===== src/rtl/uart_rx_if.sv =====
// Receive-side byte interface of the UART: serial line in, framed byte and status out.
interface uart_rx_if;
  logic       rx_in;
  logic [7:0] rx_byte;
  logic       rx_complete;
  logic       rx_frame_error;
  logic       rx_busy;

  modport master (
    input  rx_in,
    output rx_byte, rx_complete, rx_frame_error, rx_busy
  );

  modport slave (
    output rx_in,
    input  rx_byte, rx_complete, rx_frame_error, rx_busy
  );
endinterface


===== src/rtl/uart_rx.sv =====
// 8N1 UART receiver: 16x oversampling from a fractional accumulator, mid-bit sampling,
// one-cycle completion / frame-error strobes.
module uart_rx #(
  parameter int unsigned SOURCE_FREQ       = 25_000_000,
  parameter int unsigned BAUD              = 115200,
  parameter int unsigned ACCUMULATOR_WIDTH = 16
) (
  input  logic      sourceClk,
  input  logic      reset,
  uart_rx_if.master rx
);

  localparam int unsigned AW = ACCUMULATOR_WIDTH;
  localparam longint unsigned BAUD_L = BAUD;
  localparam longint unsigned FREQ_L = SOURCE_FREQ;
  // Rounded phase increment giving 16 ticks per bit period.
  localparam longint unsigned INC_L =
    (((BAUD_L * 64'd16) << (AW - 4)) + (FREQ_L >> 5)) / (FREQ_L >> 4);
  localparam logic [AW:0] INC = (AW + 1)'(INC_L);

  typedef enum logic [2:0] {
    RxIdle,
    RxStart,
    RxData,
    RxStop,
    RxWaitHigh
  } state_t;

  state_t      state, state_n;
  logic        rx_m, rx_s;
  logic [AW:0] acc, acc_n;
  logic        tick;
  logic [3:0]  sub_cnt, sub_n;
  logic [2:0]  bit_cnt, bit_n;
  logic [7:0]  shift_q, shift_n;
  logic [7:0]  byte_q, byte_n;
  logic        complete_q, complete_n;
  logic        ferr_q, ferr_n;

  assign tick = acc[AW];

  always_ff @(posedge sourceClk) begin
    if (!reset) begin
      state      <= RxIdle;
      rx_m       <= 1'b1;
      rx_s       <= 1'b1;
      acc        <= '0;
      sub_cnt    <= '0;
      bit_cnt    <= '0;
      shift_q    <= '0;
      byte_q     <= '0;
      complete_q <= 1'b0;
      ferr_q     <= 1'b0;
    end else begin
      state      <= state_n;
      rx_m       <= rx.rx_in;
      rx_s       <= rx_m;
      acc        <= acc_n;
      sub_cnt    <= sub_n;
      bit_cnt    <= bit_n;
      shift_q    <= shift_n;
      byte_q     <= byte_n;
      complete_q <= complete_n;
      ferr_q     <= ferr_n;
    end
  end

  always_comb begin
    // MSB is always dropped before adding: it only carries the tick just consumed.
    acc_n      = {1'b0, acc[AW-1:0]} + INC;
    state_n    = state;
    sub_n      = tick ? sub_cnt + 4'd1 : sub_cnt;
    bit_n      = bit_cnt;
    shift_n    = shift_q;
    byte_n     = byte_q;
    complete_n = 1'b0;
    ferr_n     = 1'b0;

    case (state)
      RxIdle: begin
        if (!rx_s) begin
          acc_n   = '0;
          sub_n   = '0;
          state_n = RxStart;
        end
      end
      RxStart: begin
        if (tick && sub_cnt == 4'd7) begin
          if (rx_s) begin
            state_n = RxIdle;
          end else begin
            sub_n   = '0;
            bit_n   = '0;
            state_n = RxData;
          end
        end
      end
      RxData: begin
        if (tick && sub_cnt == 4'd15) begin
          shift_n = {rx_s, shift_q[7:1]};
          bit_n   = bit_cnt + 3'd1;
          if (bit_cnt == 3'd7) begin
            state_n = RxStop;
          end
        end
      end
      RxStop: begin
        if (tick && sub_cnt == 4'd15) begin
          if (rx_s) begin
            byte_n     = shift_q;
            complete_n = 1'b1;
            state_n    = RxIdle;
          end else begin
            ferr_n     = 1'b1;
            state_n    = RxWaitHigh;
          end
        end
      end
      RxWaitHigh: begin
        if (rx_s) begin
          state_n = RxIdle;
        end
      end
      default: state_n = RxIdle;
    endcase
  end

  assign rx.rx_byte        = byte_q;
  assign rx.rx_complete    = complete_q;
  assign rx.rx_frame_error = ferr_q;
  assign rx.rx_busy        = (state != RxIdle);

endmodule


===== src/flat_wrapper.sv =====
// flat-port wrapper written by rule: the top's interface ports become plain ports
module uart_rx_flat 
#(
  parameter int unsigned SOURCE_FREQ       = 25_000_000,
  parameter int unsigned BAUD              = 115200,
  parameter int unsigned ACCUMULATOR_WIDTH = 16
)
  (sourceClk, reset, rx_rx_in, rx_rx_byte, rx_rx_complete, rx_rx_frame_error, rx_rx_busy);
  uart_rx_if rx_i ();
  input  logic sourceClk;
  input  logic reset;
  input wire logic [$bits(rx_i.rx_in)-1:0] rx_rx_in;
  output wire logic [$bits(rx_i.rx_byte)-1:0] rx_rx_byte;
  output wire logic [$bits(rx_i.rx_complete)-1:0] rx_rx_complete;
  output wire logic [$bits(rx_i.rx_frame_error)-1:0] rx_rx_frame_error;
  output wire logic [$bits(rx_i.rx_busy)-1:0] rx_rx_busy;
  assign rx_i.rx_in = rx_rx_in;
  assign rx_rx_byte = rx_i.rx_byte;
  assign rx_rx_complete = rx_i.rx_complete;
  assign rx_rx_frame_error = rx_i.rx_frame_error;
  assign rx_rx_busy = rx_i.rx_busy;
  uart_rx #(.SOURCE_FREQ(SOURCE_FREQ), .BAUD(BAUD), .ACCUMULATOR_WIDTH(ACCUMULATOR_WIDTH)) u_core (.sourceClk(sourceClk), .reset(reset), .rx(rx_i));
endmodule

===== config.mk =====
export PLATFORM = sky130hd
export DESIGN_NAME = uart_rx_flat
export DESIGN_NICKNAME = d
export VERILOG_FILES = /design/src/rtl/uart_rx_if.sv /design/src/rtl/uart_rx.sv /design/src/flat_wrapper.sv
export SDC_FILE = /design/constraint.sdc
export NUM_CORES = 1
export LEC_CHECK = 0
export ABC_AREA = 1
export CAP_MARGIN = 10
export CORE_MARGIN = 2
export CORE_UTILIZATION = 54
export DETAILED_ROUTE_END_ITERATION = 16
export HOLD_SLACK_MARGIN = 0.03
export MAX_ROUTING_LAYER = met4
export PLACE_DENSITY = 0.75
export SLEW_MARGIN = 20
export SYNTH_ARGS = -nofsm -noshare
export SYNTH_HDL_FRONTEND = slang
export SYNTH_SLANG_ARGS = --single-unit

===== constraint.sdc =====
create_clock -name sourceClk -period 3.38 [get_ports sourceClk]
set_clock_uncertainty 0.15 [all_clocks]
set_input_delay 0.676 -clock sourceClk [delete_from_list [all_inputs] [get_ports sourceClk]]
set_output_delay 0.676 -clock sourceClk [all_outputs]
set_load 0.02 [all_outputs]

==> After elaboration in Yosys (flattened, before gate mapping) <==
Index checks and enable logic that the tools add are counted.
{ "word_totals": {"out_inout_bits": 11, "register_bits": 47, "wordCells": 58, "inputBits": 3} }
{ "classes": {"muxes": 21, "reduce_logical": 10, "add_sub_neg": 3, "eq_ne": 14} }
{ "ops": {"columns": ["cell", "n"], "rows": [
  ["$mux W17", 2],
  ["$mux W3", 10],
  ["$add A16 B13 Y17 const B", 1],
  ["$pmux W3 S5", 1],
  ["$mux W4", 3],
  ["$ne A2 B1 Y1 const B", 5],
  ["$pmux W4 S2", 1],
  ["$eq A3 B2 Y1 const B", 2],
  ["$eq A3 B3 Y1 const B", 2],
  ["$pmux W3 S2", 1],
  ["$reduce_and A3 Y1", 2],
  ["$reduce_and A6 Y1", 1],
  ["$add A4 B1 Y4 const B", 1],
  ["$eq A4 B3 Y1 const B", 1],
  ["$eq A4 B4 Y1 const B", 1],
  ["$ne A2 B2 Y1 const B", 2],
  ["$reduce_and A4 Y1", 1],
  ["$add A3 B1 Y3 const B", 1],
  ["$eq A3 B1 Y1 const B", 1],
  ["$logic_not A3 Y1", 1],
  ["$reduce_bool A3 Y1", 1],
  ["$logic_and A1 B1 Y1", 2],
  ["$mux W1", 2],
  ["$mux W2", 1],
  ["2 further kinds", 2]
]} }

==> Logic depth before layout (Yosys ltp) <==
Gate-level depths: netlist of the first run.
{ "logic_depth": {"word_depth": 5, "mapped_depth": 10, "mapped_depth_nobuf": 10} }

==> Worst setup path before layout of the first run <==
No wires, ideal clock.
{ "synth_timing": {"path_type": "input to register", "startpoint": "input port reset", "endpoint": "register u_core.rx_m", "n_path_buf": 1, "required_ns": 3.107, "stages": 3, "setup_ns": 0.123, "path_slack_ns": 1.818, "t_arrival_ns": 1.289, "path_cell_list": "buf_2 clkinv_1 or2_2"} }
{ "synth_lines": {"columns": ["element", "line", "text"], "rows": [
  ["start, declared", "flat_wrapper.sv:11", "input logic reset;"],
  ["end signal, assigned", "uart_rx.sv:56", "rx_m <= rx.rx_in;"],
  ["end, declared", "uart_rx.sv:30", "logic rx_m, rx_s;"]
]} }
No word-level cell between the ends.

==> Final worst setup path of the first run <==
{ "layout_timing": {"startpoint": "register u_core.state[1]", "endpoint": "output port rx_rx_busy"} }
{ "layout_via": {"elab_chain_cells": 1} }
{ "layout_rtl": {"columns": ["element", "line", "text"], "rows": [
  ["start, declared", "uart_rx.sv:29", "state_t state, state_n;"],
  ["start signal, assigned", "uart_rx.sv:44", "state <= RxIdle;"],
  ["start signal, assigned", "uart_rx.sv:55", "state <= state_n;"],
  ["$reduce_bool A3 Y1", "uart_rx.sv:131", "assign rx.rx_busy = (state != RxIdle);"],
  ["end, declared", "flat_wrapper.sv:16", "output wire logic [$bits(rx_i.rx_busy)-1:0] rx_rx_busy;"]
]} }
No other way between the ends.

==> metrics.csv, run 1 <==
metric;value;unit
synthToLayoutAreaGrowth;12.6;%
peakVddDrop;0.270;mV
clock_sink_count;42;
drc_errors;0;
cts_resized;0;
multi_input_area;803;um^2
rsz0062_at_grt;false;
numPortBuffers;13;
seq_area;841;um^2
finalSetupTns;0;ns
synth_top_area_cell;dfxtp_1;
final-setup-viol-count;0;
antenna_left;0;
cts_root_buf;clkbuf_4;
wl;3.08;mm
final_hold_viol_count;0;
cts_tree;yes;
slew_viol_final;0;
cts.clk_slew.worst_paths;0.12;ns
syn_avg_cell_area;7.55;um^2
syn_nets;242;
hpwl;2.22;mm
ys_seq_area_share;47.4;%
grt_pass1_wl;5.31;mm
grt_max_degree;21;
drive_gt1_share;7.14;%
cts_htree_levels;2;
globalplace.congestion;0.903;
grt_pass1_vias;1254;
start_kind;register;
syn_area;1770;um^2
viasPerCell;4.90;
fmax;405;MHz
ctsHoldBuffers;0;
die_h;61.3;um
crit_fanout;7;
synth_top_area_share;47.4;%
synthDistinctLibCells;27;
cp_data_required_time;2.55;ns
cap_viol_max_count;0;
hold_class;reg -> reg;
period_minus_slack;2.47;ns
grtUsageTotal;19.9;%
avgRoutedWirePerCell;10.4;um
antenna_found_initial;0;
synth_area_leaders;dfxtp_1 47%, nand2_1 11%, a21oi_1 7.1%, nor2_1 5.9%, inv_1 5.5%;
die_area;3760;um^2
die-width;61.3;um
final_core_util;64.9;%
initial_core_util;57.6;%
post_cts_buffers;0;
status;finished clean;
gr-total-overflow;0;
diodes;0;
clk_latency;0.35;ns
layout.nets;258;
crit_path_end_kind;output pin;
worstSetupPathType;reg -> out;
n_fill_cell;269;
final_cell_mix;53 x nand2_1, 42 x dfxtp_1, 28 x nor2_1, 26 x inv_1, 25 x a21oi_1;
core_area;3080;um^2
cts_max_path_buffers;2;
rows;20;
vias;1451;
firstDrtPassIters;4;
layout_commonest_cell;nand2_1;
p_leak;0.813;nW
maxSlewHeadroom;59.0;%
synthCells;235;
pin_count;14;
post-route-period-util;73.0;%
synth_seq_cells;42;
yosys_warnings;0;
arrival;1.64;ns
drt_iter0_drc;121;
powerDensity;452;nW/um^2
cts_inserted_buffers;5;
worst_slew_pin_slew;0.613;ns
## area by class of cell
| class | count | share of cell area (%) |
|---|---|---|
| clock buffer | 6 | 2.57 |
| clock inverter | 2 | 0.626 |
| inverter | 28 | 5.26 |
| multi-input combinational | 161 | 40.2 |
| sequential | 42 | 42.1 |
| tap | 44 | 2.76 |
| timing repair buffer | 13 | 6.51 |
## kinds of logic after synthesis
kind of cell / synth area share [%]
simple gates: 28.3
flops: 47.4
xor+xnor: 1.48
compound gates: 12.6
buf+inv: 7.33
fa+ha+maj: 2.82
## routing by layer
metal	GRT usage (%)	wire [um]
met4	7.45	51
met3	6.30	86
met1	25.0	1560
met2	29.8	1380
met5	-	0
## cell usage after synthesis
cell and number:
or2_2 2, dfxtp_1 42, nor2_4 1, o21ai_0 15, nor3_4 1, nor2_2 2, a21boi_0 1, nand4_1 3
xor2_1 2, inv_1 26, nor2_1 28, nor3_1 3, nor4_1 1, nand3_2 1, buf_2 2, clkbuf_1 1
inv_2 1, buf_6 1, nand4_4 1, o211ai_1 1, ha_1 4, clkinv_1 1, o21ai_2 1, nand2_1 53
xnor2_1 1, a21oi_1 25, nand3_1 15
## sequential cells by signal, summed over array words and instances, names as in the netlist
register	count
u_core.rx.rx_frame_error	1
u_core.state	3
u_core.rx_s	1
u_core.rx_m	1
u_core.bit_cnt	3
u_core.rx.rx_complete	1
u_core.rx.rx_byte	8
u_core.acc	12
u_core.shift_q	8
u_core.sub_cnt	4
## stage by stage
step           hold WS (ns)  instances  total power (W)  setup WS [ns]  instance area (um^2)
2_1_floorplan         0.243        235         0.000624           1.82                  1770
3_3_place_gp          0.253        288         0.000651          0.764                  1930
3_5_place_dp          0.257        288         0.000652          0.790                  1930
4_1_cts               0.275        296         0.000912          0.908                  2000
5_1_grt               0.285        296         0.000956          0.812                  2000
6_report              0.272        296         0.000904          0.914                  2000
## report_power, final
| part | switching, W | internal (W) |
|---|---|---|
| clock network | 0.000162 | 0.000100 |
| registers | 0.0000198 | 0.000515 |
| logic | 0.0000692 | 0.0000379 |
## final timing paths
kind / slack (ns) / end / from / cells past startpoint
max: 0.91 / rx_rx_busy / u_core.state[1]$_SDFFE_PN0P_ / 3
min: 0.27 / u_core.acc[5]$_SDFF_PN0_ / u_core.acc[5]$_SDFF_PN0_ / 1
max reg2reg: 1.62 / u_core.rx.rx_byte[7]$_SDFFE_PN0P_ / u_core.sub_cnt[0]$_SDFF_PN0_ / 4
min reg2reg: 0.27 / u_core.acc[5]$_SDFF_PN0_ / u_core.acc[5]$_SDFF_PN0_ / 1
## worst max-delay path, cell delays in order, from the launching register on
cell and delay (ns):
dfxtp_1 0.49, inv_1 0.09, nand2_1 0.11, clkdlybuf4s50_1 0.61
(Power assumes the default switching activity.)
==> inputs of run 2 (changes only) <==
CORE_UTILIZATION = 51   (was 54)
PLACE_DENSITY = 0.74   (was 0.75)
clock period = 2 ns   (was 3.38 ns; I/O delays follow)
==> run 2 against run 1 <==
- critical path depth unchanged
- register-to-register slack worse by 1.3 ns
- global-route usage down 0.77 points
- first-iteration DRC count down 40%
- sequential cell count unchanged
- combinational power up 70%
- final area up 1.3%
- non-clock buffer count up 5
- critical endpoint unchanged
- highest routed layer unchanged
==> metrics.csv, run 2 (synthesized netlist as in run 1, its figures left out) <==
metric;value;unit;change
hpwl;2.31;mm;+3.8%
reg2reg_depth;6;;+2
top_register;u_core.acc;;
synthToLayoutAreaGrowth;14.1;%;
slew_viol_final;0;;unchanged
grt_pass1_wl;5.84;mm;+10%
cap_viol_max_count;0;;unchanged
core_area;3340;um^2;+8.4%
antenna_found_initial;0;;unchanged
grtUsageTotal;19.1;%;-0.77 points
fmax;529;MHz;
post_cts_buffers;0;;unchanged
firstDrtPassIters;4;;unchanged
grt_max_degree;19;;-9.5%
layout_commonest_cell;nand2_1;;
min_from;u_core.acc[5]$_SDFF_PN0_;;
avgRoutedWirePerCell;10.7;um;+2.8%
drive_gt1_share;8.24;%;+1.1 points
gr-total-overflow;0;;unchanged
powerDensity;737;nW/um^2;+63%
rsz0062_at_grt;false;;
clk_latency;0.35;ns;about the same
initial_core_util;53.2;%;-4.5 points
cts_root_buf;clkbuf_4;;
grt_pass1_vias;1415;;+13%
layout.nets;263;;+1.9%
crit_start;u_core.state[1]$_SDFFE_PN0P_;;
clock_sink_count;42;;unchanged
numPortBuffers;13;;unchanged
viasPerCell;5.04;;+2.7%
globalplace.congestion;0.843;;-6.7%
crit_path_end_kind;output pin;;
rows;21;;+5.0%
worst_slew_pin_slew;0.374;ns;-0.239 ns
drt_iter0_drc;72;;-40%
status;finished clean;;
peakVddDrop;0.426;mV;+57%
period_minus_slack;1.89;ns;
final-setup-viol-count;0;;unchanged
worstSetupPathType;reg -> out;;
diodes;0;;unchanged
hold_path_depth;1;;unchanged
die-width;63.0;um;+2.7%
wl;3.22;mm;+4.5%
post-route-period-util;94.6;%;
finalSetupTns;0;ns;unchanged
cp_data_required_time;1.45;ns;-1.10 ns
final_cell_mix;53 x nand2_1, 42 x dfxtp_1, 28 x nor2_1, 26 x inv_1, 25 x a21oi_1;;
cts_htree_levels;2;;unchanged
final_core_util;60.7;%;-4.3 points
cts.clk_slew.worst_paths;0.11;ns;about the same
dp_cells;295;;+2.4%
start_kind;register;;
die_area;3970;um^2;+5.5%
vias;1516;;+4.5%
p_leak;0.839;nW;+3.1%
die_h;63.0;um;+2.7%
final_hold_viol_count;0;;unchanged
timing.rr.start;u_core.sub_cnt[0]$_SDFF_PN0_;;
antenna_left;0;;unchanged
largest_reg_flops;12;;unchanged
cts_inserted_buffers;5;;unchanged
maxSlewHeadroom;75.0;%;+16 points
hold_class;reg -> reg;;
fin_cells;301;;+1.7%
crit_fanout;7;;unchanged
cts_tree;yes;;
pin_count;14;;unchanged
arrival;1.34;ns;-0.30 ns
cts_max_path_buffers;2;;unchanged
drc_errors;0;;unchanged
[run 2: area by class of cell]
cell class                      instances  area (um^2)
Fill cell                             314         1310
Sequential cell                        42          841
Multi-Input combinational cell        161          803
Timing Repair Buffer                   18          166
Inverter                               28          105
Tap cell                               46         57.6
Clock buffer                            6         51.3
[run 2: critical path: stages (launching register included)]
cell and delay, ns:
dfxtp_1 0.46, inv_1 0.08, nand2_1 0.10, dlygate4sd2_1 0.34
[run 2: stage by stage]
| stage | area, um^2 | setup WS [ns] | hold WS [ns] | total power [W] |
|---|---|---|---|---|
| after global routing | 2020 | 0.0244 | 0.289 | 0.00158 |
| after CTS | 2020 | 0.102 | 0.272 | 0.00150 |
| after floorplan | 1770 | 0.541 | 0.243 | 0.00106 |
| final | 2020 | 0.109 | 0.270 | 0.00149 |
| after detailed placement | 1970 | 0.214 | 0.257 | 0.00111 |
| after global placement | 1970 | 0.259 | 0.253 | 0.00110 |
[run 2: path summary, 6_finish.rpt]
path / to / slack, ns
worst max-delay path: rx_rx_busy / 0.11
worst min-delay path: u_core.acc[5]$_SDFF_PN0_ / 0.27
worst max register to register: u_core.shift_q[7]$_SDFFE_PN0P_ / 0.32
worst min register to register: u_core.acc[5]$_SDFF_PN0_ / 0.27
[run 2: layer usage]
layer	track usage, %	routed length, um	vias up
li1	-	-	801
met1	24.0	1610	676
met2	28.3	1410	31
met3	4.50	125	8
met4	10.3	73	0
met5	-	0	-
[run 2: report_power, final]
group | switching (W) | internal, W | total, W
registers | 0.0000330 | 0.000870 | 0.000903
clock network | 0.000249 | 0.000159 | 0.000408
logic | 0.000119 | 0.0000636 | 0.000182
[run 2: timing repair]
item	4_1_cts	5_1_grt
setup endpoints to repair	1	0
hold buffers	0	0
gates resized for setup	1	0
==> inputs of run 3 (changes only) <==
CAP_MARGIN = unset   (was 10)
RECOVER_POWER = 50   (was unset)
==> run 3 against run 2 <==
- clock power barely moved
- routed wire length did not move
- combinational power hardly changed
- utilization did not move
- critical path type unchanged
==> metrics.csv, run 3 (synthesized netlist as in run 1, its figures left out) <==
metric;value;unit;change
status;finished clean;;
arrival;1.34;ns;about the same
cp.depth;3;;unchanged
die_area;3970;um^2;unchanged
globalplace.congestion;0.843;;unchanged
grt_max_degree;19;;unchanged
worst_slew_pin_slew;0.374;ns;unchanged
crit_path_max_incr_delay;0.46;ns;about the same
worstSetupPathType;reg -> out;;
cap_viol_max_count;0;;unchanged
viasPerCell;5.04;;unchanged
dpl-instance-area;1970;um^2;unchanged
clkPwrFrac;27.3;%;about the same
hpwl;2.31;mm;unchanged
final-setup-viol-count;0;;unchanged
maxSlewHeadroom;75.0;%;unchanged
combinationalPowerShare;12.2;%;about the same
die-width;63.0;um;unchanged
crit_fanout;7;;unchanged
diodes;0;;unchanged
rr_endpoint;u_core.shift_q[7]$_SDFFE_PN0P_;;
critPathBufInv;2;;unchanged
synthToLayoutAreaGrowth;14.1;%;unchanged
grt_pass1_vias;1415;;unchanged
cts.clk_slew.worst_paths;0.11;ns;about the same
p_leak;0.839;nW;about the same
hold_slack;0.270;ns;unchanged
post-route-period-util;94.6;%;unchanged
cts_htree_levels;2;;unchanged
switchingPower;0.000401;W;about the same
die_h;63.0;um;unchanged
drive_gt1_share;8.24;%;unchanged
drt_iter0_drc;72;;unchanged
layout_commonest_cell;nand2_1;;
antenna_found_initial;0;;unchanged
period_minus_slack;1.89;ns;unchanged
top_register;u_core.acc;;
cp_slowest_cell;dfxtp_1;;
path_cells;inv_1, nand2_1, dlygate4sd2_1;;
clock_sink_count;42;;unchanged
firstDrtPassIters;4;;unchanged
hold_path_depth;1;;unchanged
cp_data_required_time;1.45;ns;about the same
layout.nets;263;;unchanged
numPortBuffers;13;;unchanged
rsz0062_at_grt;false;;
antenna_left;0;;unchanged
gr-total-overflow;0;;unchanged
final_cell_mix;53 x nand2_1, 42 x dfxtp_1, 28 x nor2_1, 26 x inv_1, 25 x a21oi_1;;
hold_class;reg -> reg;;
timing.rr.start;u_core.sub_cnt[0]$_SDFF_PN0_;;
start_kind;register;;
vias;1516;;unchanged
p_sw_share;26.8;%;about the same
drc_errors;0;;unchanged
rows;21;;unchanged
final_hold_viol_count;0;;unchanged
slew_viol_final;0;;unchanged
avgRoutedWirePerCell;10.7;um;unchanged
holdPathEnd;u_core.acc[5]$_SDFF_PN0_;;
cts_max_path_buffers;2;;unchanged
cts_tree;yes;;
p_seq_share;60.5;%;about the same
peakVddDrop;0.426;mV;unchanged
grt_pass1_wl;5.84;mm;unchanged
fin_area;2020;um^2;unchanged
reg2reg_depth;6;;unchanged
cts_root_buf;clkbuf_4;;
wl;3.22;mm;unchanged
clk_latency;0.35;ns;about the same
p_int;0.00109;W;about the same
grtUsageTotal;19.1;%;unchanged
finalSetupTns;0;ns;unchanged
largest_reg_flops;12;;unchanged
ctsHoldBuffers;0;;unchanged
pin_count;14;;unchanged
crit_family;flip-flops;;
min_from;u_core.acc[5]$_SDFF_PN0_;;
core_area;3340;um^2;unchanged
powerDensity;737;nW/um^2;about the same
n_fill_cell;314;;unchanged
initial_core_util;53.2;%;unchanged
crit_path_end_kind;output pin;;
fmax;529;MHz;unchanged
cts_inserted_buffers;5;;unchanged
regToRegSetupSlack;0.32;ns;about the same
-- run 3: cell types whose count changed in the layout (fill, tap and decap cells not counted) --
cell / before / now
clkdlybuf4s50_1: 12 / 11
dlygate4sd3_1: 0 / 1
-- run 3: power groups by stage --
stage	logic (W)	registers [W]	clock network, W
2_1_floorplan	0.000141	0.000915	0
3_3_place_gp	0.000181	0.000920	0
3_5_place_dp	0.000183	0.000922	0
4_1_cts	0.000181	0.000902	0.000416
5_1_grt	0.000212	0.000910	0.000453
6_report	0.000182	0.000903	0.000408
-- run 3: worst register-to-register path: stages (launching register included) --
cell and delay (ns):
dfxtp_1 0.39, ha_1 0.28, nand4_4 0.17, nor2_4 0.26, buf_4 0.18, o21ai_0 0.07, a21oi_1 0.13
-- run 3: what timing repair did --
action,CTS,global route
gates resized for setup,1,0
setup buffers,0,0
endpoints found under the setup margin,1,0
-- run 3: worst max-delay path by stage --
stage | end | from | slack, ns
floorplan | u_core.rx.rx_byte[1]$_SDFFE_PN0P_ | u_core.sub_cnt[0]$_SDFF_PN0_ | 0.54
global placement | rx_rx_busy | u_core.state[1]$_SDFFE_PN0P_ | 0.26
detailed placement | rx_rx_busy | u_core.state[1]$_SDFFE_PN0P_ | 0.21
CTS | rx_rx_busy | u_core.state[1]$_SDFFE_PN0P_ | 0.10
global route | rx_rx_busy | u_core.state[1]$_SDFFE_PN0P_ | 0.02
finish | rx_rx_busy | u_core.state[1]$_SDFFE_PN0P_ | 0.11
-- run 3: layout make-up --
class | count | area, um^2 | share of cell area [%]
clock buffers | 6 | 51.3 | 2.53
inverters | 28 | 105 | 5.19
multi-input cells | 161 | 803 | 39.7
flip-flops and latches | 42 | 841 | 41.5
well taps | 46 | 57.6 | 2.84
repair buffers | 18 | 166 | 8.22
-- run 3: per-stage QoR --
stage          setup slack (ns)  instances  total power, W  utilization [%]
2_1_floorplan             0.541        235         0.00106                -
3_3_place_gp              0.259        295         0.00110             59.2
3_5_place_dp              0.214        295         0.00111             59.2
4_1_cts                   0.102        301         0.00150             60.7
5_1_grt                  0.0244        301         0.00157             60.7
6_report                  0.109        301         0.00149             60.7
-- run 3: layer usage --
layer | vias to the layer above | wire (um) | global-route usage (%)
met4 | 0 | 73 | 10.3
met3 | 8 | 124 | 4.50
met5 | - | 0 | -
met1 | 676 | 1610 | 24.0
li1 | 801 | - | -
met2 | 31 | 1410 | 28.3
